$ cat config.mk
export PLATFORM = sky130hd
export DESIGN_NAME = rm802_mux
export DESIGN_NICKNAME = d
export VERILOG_FILES = /design/src/rtl/rm802_mux.sv
export SDC_FILE = /design/constraint.sdc
export NUM_CORES = 1
export LEC_CHECK = 0
export ABC_AREA = 1
export CORE_MARGIN = 5
export CORE_UTILIZATION = 25
export DETAILED_ROUTE_END_ITERATION = 8
export HOLD_SLACK_MARGIN = 0.06
export SYNTH_ARGS = -nofsm -noshare
export SYNTH_HDL_FRONTEND = slang
export SYNTH_SLANG_ARGS = --single-unit
$ cat constraint.sdc
create_clock -name clk -period 1.1 [get_ports clk]
set_input_delay 0.11 -clock clk [delete_from_list [all_inputs] [get_ports clk]]
set_output_delay 0.11 -clock clk [all_outputs]
set_load 0.01 [all_outputs]
$ cat src/rtl/rm802_mux.sv
// ---------------------------------------------------------------------------
// rm802_mux
//
// Registered 2:1 word multiplexer used as a datapath bus source selector
// (for example in front of register or ALU operand inputs). On every rising
// clock edge it loads either operand a or operand b into y, or forces y to
// zero while the active-low enable is deasserted. Latency is exactly one
// clock, with no handshake and no throughput limit.
//
// Parameters:
//   WIDTH     data width of a, b and y (1..64)
//
// Ports:
//   clk       in   1      rising-edge clock
//   rst       in   1      synchronous reset, active-high
//   a         in   WIDTH  operand A, chosen when select=0
//   b         in   WIDTH  operand B, chosen when select=1
//   select    in   1      0 chooses a, 1 chooses b
//   enable_n  in   1      active-low enable; 1 forces y to zero
//   y         out  WIDTH  registered multiplexer result
//   y_active  out  1      1 when y holds a selected operand, 0 when forced zero
//   sel_q     out  1      select value used for the current y; 0 when forced zero
//   y_parity  out  1      XOR reduction of y (only with RM802_MUX_PARITY_EN)
//
// Optional feature:
//   Define RM802_MUX_PARITY_EN to add the registered even-parity output
//   y_parity. Without the macro the port does not exist and every other
//   behaviour is unchanged.
// ---------------------------------------------------------------------------
module rm802_mux #(
    parameter int WIDTH = 8
) (
    input  logic             clk,
    input  logic             rst,
    input  logic [WIDTH-1:0] a,
    input  logic [WIDTH-1:0] b,
    input  logic             select,
    input  logic             enable_n,
    output logic [WIDTH-1:0] y,
    output logic             y_active,
`ifdef RM802_MUX_PARITY_EN
    output logic             sel_q,
    output logic             y_parity
`else
    output logic             sel_q
`endif
);

    // Next-state values for the output registers. Disable takes priority
    // over select, so a disabled cycle always loads zeros regardless of
    // a, b or select.
    logic [WIDTH-1:0] w_y_next;
    logic             w_active_next;
    logic             w_sel_next;

    // Output registers; these are the only state in the block.
    logic [WIDTH-1:0] r_y;
    logic             r_active;
    logic             r_sel;

    always_comb begin
        // NOTE: every always_comb output gets a default first so no path can leave it unassigned and infer a latch.
        w_y_next      = '0;
        w_active_next = 1'b0;
        w_sel_next    = 1'b0;
        if (!enable_n) begin
            w_y_next      = select ? b : a;
            w_active_next = 1'b1;
            w_sel_next    = select;
        end
    end

    always_ff @(posedge clk) begin
        // NOTE: sequential state uses non-blocking assignments so every register samples pre-edge values.
        if (rst) begin
            r_y      <= '0;
            r_active <= 1'b0;
            r_sel    <= 1'b0;
        end else begin
            r_y      <= w_y_next;
            r_active <= w_active_next;
            r_sel    <= w_sel_next;
        end
    end

    assign y        = r_y;
    assign y_active = r_active;
    assign sel_q    = r_sel;

`ifdef RM802_MUX_PARITY_EN
    // Parity is registered alongside y from the same next-state value, so it
    // never lags y and is naturally 0 on reset and while disabled.
    logic r_parity;

    always_ff @(posedge clk) begin
        if (rst) begin
            r_parity <= 1'b0;
        end else begin
            r_parity <= ^w_y_next;
        end
    end

    assign y_parity = r_parity;
`endif

endmodule

# Word level (Yosys, flattened, before mapping)
# Cells that the tools add are included.
[word_totals] register_bits=10 inputBits=20 output_inout_bits=10 elab_cells=6
[classes] muxes=2 reduce_logical=1
[op_table] op="8-bit 2-to-1 mux" n=1
[op_table] op="2-bit OR reduction" n=1
[op_table] op="1-bit 2-to-1 mux" n=1

# Depth between registers and ports, before layout
# Gate-level depths: netlist of the first run.
[depth] ltp_word=1 mapped_depth=5 depth_no_buf=4

# Worst setup path after synthesis of the first run
# No wires, ideal clock.
[synth_path] path_type="input to register" from="input port select" to="register r_y[3], in the netlist y[3]" setup_time_ns=0.114 arrival_time_ns=0.503 required_ns=0.986 setup_slack_ns=0.484 stages=4 n_path_buf=2 cell_sequence="buf_6 buf_6 nor2_1 nor2_2"
[synth_between] elab_chain_len=1
[synth_lines] item="from (decl)" line_no="37" rtl="input logic select,"
[synth_lines] item="8-bit 2-to-1 mux" line_no="67" rtl="w_y_next = select ? b : a;"
[synth_lines] item="to (signal assigned)" line_no="80" rtl="r_y <= w_y_next;"
[synth_lines] item="to (decl)" line_no="57" rtl="logic [WIDTH-1:0] r_y;"
# Every way passes these cells.
# A chain may end at the register's enable or synchronous reset.

# Worst setup path in the final report of the first run
[layout_path] from="register r_y[1], in the netlist y[1]" to="output port y[1]"
[layout_rtl] item="to (decl)" line_no="39" rtl="output logic [WIDTH-1:0] y,"
# No word-level cell between the ends.

==> impl_results.md, run 1 <==
- Setup TNS Final: 0 ns
- Crit share post-route: 0.867
- Sequential area share after synthesis: 0.498
- Synth-to-Final Area Change: 82.6%
- Drt initial violations: 2
- Initial core utilization: 0.264
- Via/cell ratio: between 3 and 4
- Clk slew on worst S/H paths: roughly 0.070 ns
- Outcome: complete, no violations
- Wire per inst: approximately 8.7 microns
- Startpoint type of the worst setup path: register
- Final #Nets: roughly 110
- Register bit count reported by yosys: 10
- Ports: 30
- Crit path buf inv count: 1
- # diodes: 0
- CP top delay family: flip-flops
- Max cap viols: 0
- TritonRoute pass-1 iters: 2
- Main combinational cell family by area after synthesis: simple AND/OR/NAND/NOR gates
- Num CTS Buffers: 3
- Slowest stage delay, CP: ~0.30 ns
- Gr usage total: 0.0760
- Post-CTS setup buffer count: 0
- Final slew viol count: 0
- Simple-gate share of the synthesized area: 0.371
- Relative slew slack: 0.868
- Worst path required time: 0.99 ns
- Synth Area in XOR/XNOR: 0
- Initial antenna violation count: 0
- Data arrival, critical path: between 0.8 and 0.9 ns
- Worst slew pin tran: between 0.15 and 0.2 ns
- First-pass GRT wire length: roughly 1.4 mm
- Pwr dens: about 1200 nW/um^2
- CP max-delay cell: dfxtp_1
- WL final: 888 microns
- # port buffers: 29
- Max Freq: about 1000 MHz
- Worst-path cell chain: dlygate4sd2_1
- Vias: 396
- GRT overflow: 0
- Die height: ~50 microns
- Pleak: around 0.00038 uW
- Clk buf depth: 2
- Number of remaining DRC errors: 0
- Antenna Violating Nets Remaining: 0
- Synth Instances: between 50 and 60
- YS warnings: 0
- Clk sinks: 10
- Worst setup path category: register to output pin
- Final hold vios: 0
- RSZ-0062 raised after global routing: no
- DP HPWL: around 700 microns
- Avg Cell Area, Syn: around 7.4 sq um
- Compound-gate portion of the synthesized area: 0
- Vias in the first global route: between 300 and 400
- Tmin final: approximately 0.95 ns
- Root Buffer: clkbuf_4
- Crit end category: output pin
- Multiplexer area fraction after synthesis: 0
- HP Class: primary input to register
- Core area: between 1500 and 2000 sq um
- Yosys cell types: 9
- Mapped cell area: between 400 and 500 sq um
- Final setup violation count: 0
- VDD IR-drop max: 0.687 mV
- Post-synthesis adder-cell area fraction: 0
- Largest net degree at the start of global routing: 18
- Fraction of final layout cells sized beyond drive strength 1: 0.105
- Die W: 50.1 microns
- CTS tree: yes
- Site Rows: 14
- Die area: 2510 sq um
- H-tree depth: 1
- CP Max Fanout: 1
- Fin Hold WS: between 0.4 and 0.5 ns
- Syn_nets: between 70 and 80
- GP Congestion: a little over 0.6
==> synthesized netlist by cell type (all sizes together) <==
master / instances / area, sq um
dfxtp: 10 / 200
nor3b: 1 / 12.5
nand2: 16 / 62.6
inv: 8 / 30.0
nor2: 17 / 73.8
buf: 2 / 22.5
==> path summary, 6_finish.rpt <==
kind	startpoint	to	cells past startpoint
worst max-delay path	y[1]	y[1]	1
worst min-delay path	a[4]	y[4]	3
==> routing by layer <==
layer	up-vias	share of wire	GRT usage
li1	221	-	-
met1	153	0.34	0.0690
met2	20	0.46	0.119
met3	2	0.18	0.0512
met4	0	0.020	0.0524
met5	-	0	0
==> sequential cells by signal, summed over array words and instances (netlist names) <==
signal,flops
sel_q,1
y,8
y_active,1
==> placed cells by master (no fill, tap or decap) <==
cell type,instances
clkbuf_8,1
dfxtp_1,10
clkdlybuf4s50_1,19
nor2_2,1
nor3b_2,1
nor2_1,15
dlygate4sd2_1,10
nand2_2,1
inv_1,8
clkbuf_4,3
nor2_4,1
buf_12,1
nand2_1,15
==> per-stage QoR <==
stage	area, sq um	std cells	setup WS [ns]	power, uW	utilization
finish	733	102	0.146	871	0.481
global route	733	102	0.0966	919	0.481
CTS	733	102	0.126	891	0.481
detailed placement	709	98	0.0405	566	0.466
global placement	709	98	0.0540	565	0.466
floorplan	402	54	0.484	453	-
==> logic make-up after synthesis <==
family / Yosys count
simple gates: 34
flops: 10
buf+inv: 10
==> final cells by class <==
cell class	count	area, sq um
Inverter	8	30.0
Sequential cell	10	200
Tap cell	16	20.0
Multi-Input combinational cell	34	149
Clock buffer	4	36.3
Fill cell	163	791
Timing Repair Buffer	30	298
==> tightest hold or removal path, stage by stage <==
cell,delay (ns)
clkdlybuf4s50_1,0.39
nor2_1,0.08
nor2_1,0.05
==> where the power goes <==
| part | internal (uW) | switching (uW) | total [uW] |
|---|---|---|---|
| Combinational | 99.7 | 58.5 | 158 |
| Sequential | 380 | 3.46 | 383 |
| Clock | 201 | 129 | 330 |
| Total | 680 | 191 | 871 |
==> repair_timing <==
action	CTS	global route
gates resized for setup	10	0
setup endpoints to repair	10	0
hold buffers	0	0
No activity file was read; power rests on OpenSTA's default activity.
==> run 2: changes to the inputs <==
CORE_AREA = 5 5 42 44   (was unset)
CORE_MARGIN = unset   (was 5)
CORE_UTILIZATION = unset   (was 25)
DIE_AREA = 0 0 47 49   (was unset)
PLACE_DENSITY = 0.73   (was unset)
==> impl_results.md, run 2 (synthesis gave the netlist of run 1 again) <==
- H-tree depth: 1 (unchanged)
- CP top delay family: flip-flops
- Fin Hold WS: 0.418 ns (+0.0161 ns)
- RSZ-0062 raised after global routing: no
- Outcome: complete, no violations
- Area of the multi-input gates: 149 sq um (unchanged)
- Relative slew slack: 0.869 (+0.00148)
- Fin util: 0.529 (+0.0475)
- # port buffers: 29 (unchanged)
- Tmin final: 0.940 ns (-0.0133 ns)
- Commonest non-fill, non-tap cell in the layout: clkdlybuf4s50_1
- Layout fillers: 156 (-4.3%)
- VDD IR-drop max: 0.551 mV (-20%)
- Max cap viols: 0 (unchanged)
- Via/cell ratio: 3.77 (-3.0%)
- Startpoint type of the worst setup path: register
- Clk slew on worst S/H paths: 0.07 ns (about the same)
- CP max-delay cell: dfxtp_1
- Final #Nets: 108 (+0.93%)
- Vias in the first global route: 356 (-1.1%)
- TritonRoute pass-1 iters: 1 (-1)
- Worst slew pin tran: 0.196 ns (-0.00221 ns)
- Max Freq: 1060 MHz (+1.4%)
- Vias: 388 (-2.0%)
- Synth-to-Final Area Change: 84.4%
- Initial core utilization: 0.287 (+0.0231)
- Antenna Violating Nets Remaining: 0 (unchanged)
- Initial antenna violation count: 0 (unchanged)
- Num CTS Buffers: 3 (unchanged)
- CP Max Fanout: 1 (unchanged)
- HP Class: primary input to register
- Max Used Layer: met3
- Pwr Total: 866 uW (-0.59%)
- Data arrival, critical path: 0.83 ns (about the same)
- DP HPWL: 709 microns (+1.3%)
- Crit end category: output pin
- Final hold vios: 0 (unchanged)
- Final slew viol count: 0 (unchanged)
- Worst-path cell chain: dlygate4sd2_1
- Die area: 2300 sq um (-8.2%)
- Placed inst area: 717 sq um (+1.1%)
- Number of remaining DRC errors: 0 (unchanged)
- Setup TNS Final: 0 ns (unchanged)
- Die W: 47 microns (-6.2%)
- Pleak: 0.000383 uW (+1.3%)
- Crit path buf inv count: 1 (unchanged)
- Largest net degree at the start of global routing: 13 (-5)
- CP Capture Point: y[5]
- Site Rows: 14 (unchanged)
- Fraction of final layout cells sized beyond drive strength 1: 0.115 (+0.0103)
- Clk buf depth: 2 (unchanged)
- GRT overflow: 0 (unchanged)
- Commonest non-fill, non-tap cells in the layout: 19 x clkdlybuf4s50_1, 15 x nor2_1, 15 x nand2_1
- Gr usage total: 0.0790 (+0.00300)
- Pwr dens: 1170 nW/um^2 (-1.6%)
- Die height: 49 microns (-2.2%)
- Worst Setup SP: y[5]
- Critical Path Stages: 1 (unchanged)
- Final setup violation count: 0 (unchanged)
- Drt initial violations: 0 (-2)
- WL final: 833 microns (-6.2%)
- Max FFs per register: 8 (unchanged)
- Root Buffer: clkbuf_4
- Ports: 30 (unchanged)
- Post-CTS setup buffer count: 0 (unchanged)
- Wire per inst: 8.09 microns (-7.1%)
- GP Congestion: 0.573 (-7.1%)
- Met3 wire len: 104 microns (-35%)
- Final Cell Area: 741 sq um (+1.0%)
- Seq. cell area: 200 sq um (unchanged)
- Slowest stage delay, CP: 0.30 ns (about the same)
- Detailed-route wire length on metal 1: 300 microns (+0.67%)
- Core area: 1400 sq um (-8.0%)
- First-pass GRT wire length: 1.33 mm (-4.9%)
- CTS tree: yes
- Crit share post-route: 0.855 (-0.0121)
- Worst setup path category: register to output pin
- Clk sinks: 10 (unchanged)
- # diodes: 0 (unchanged)
- WL met2: 427 microns (+3.6%)
- Worst path required time: 0.99 ns (about the same)
==> run 2: changes by cell type in the layout (fill, tap and decap cells not counted), sizes merged <==
cell  change
buf       +1
==> run 2: metal layers <==
layer  up-vias  global-route usage
met5         -                   0
met4         0              0.0415
met3         0              0.0369
met2        16               0.133
met1       151              0.0751
li1        221                   -
==> run 2: timing repair <==
action	in CTS	in global routing
resized for setup	10	0
endpoints found under the setup margin	10	0
hold endpoints to repair	0	0
hold buffers	0	0
==> run 2: final cells by class <==
| cell class | instances | area share |
|---|---|---|
| Multi-Input combinational cell | 34 | 0.201 |
| Sequential cell | 10 | 0.270 |
| Clock buffer | 4 | 0.0490 |
| Inverter | 8 | 0.0405 |
| Timing Repair Buffer | 31 | 0.412 |
| Tap cell | 16 | 0.0270 |
==> run 2: worst min path at each step <==
stage	start	depth (start not counted)	slack [ns]	end
finish	a[0]	3	0.42	y[0]
global route	a[4]	3	0.42	y[4]
CTS	a[4]	3	0.41	y[4]
detailed placement	a[4]	3	0.69	y[4]
global placement	a[4]	3	0.68	y[4]
floorplan	enable_n	1	0.18	sel_q
==> run 2: where the power goes <==
part	internal (uW)	switching (uW)	total [uW]
sequential	380	3.09	383
combinational	102	58.3	160
clock	201	123	323
total	682	184	866
==> run 2: per-stage QoR <==
stage                     worst slack, ns  instances
after global routing                0.104        103
after CTS                           0.143        103
final                               0.160        103
after floorplan                     0.484         54
after global placement             0.0665         99
after detailed placement           0.0366         99
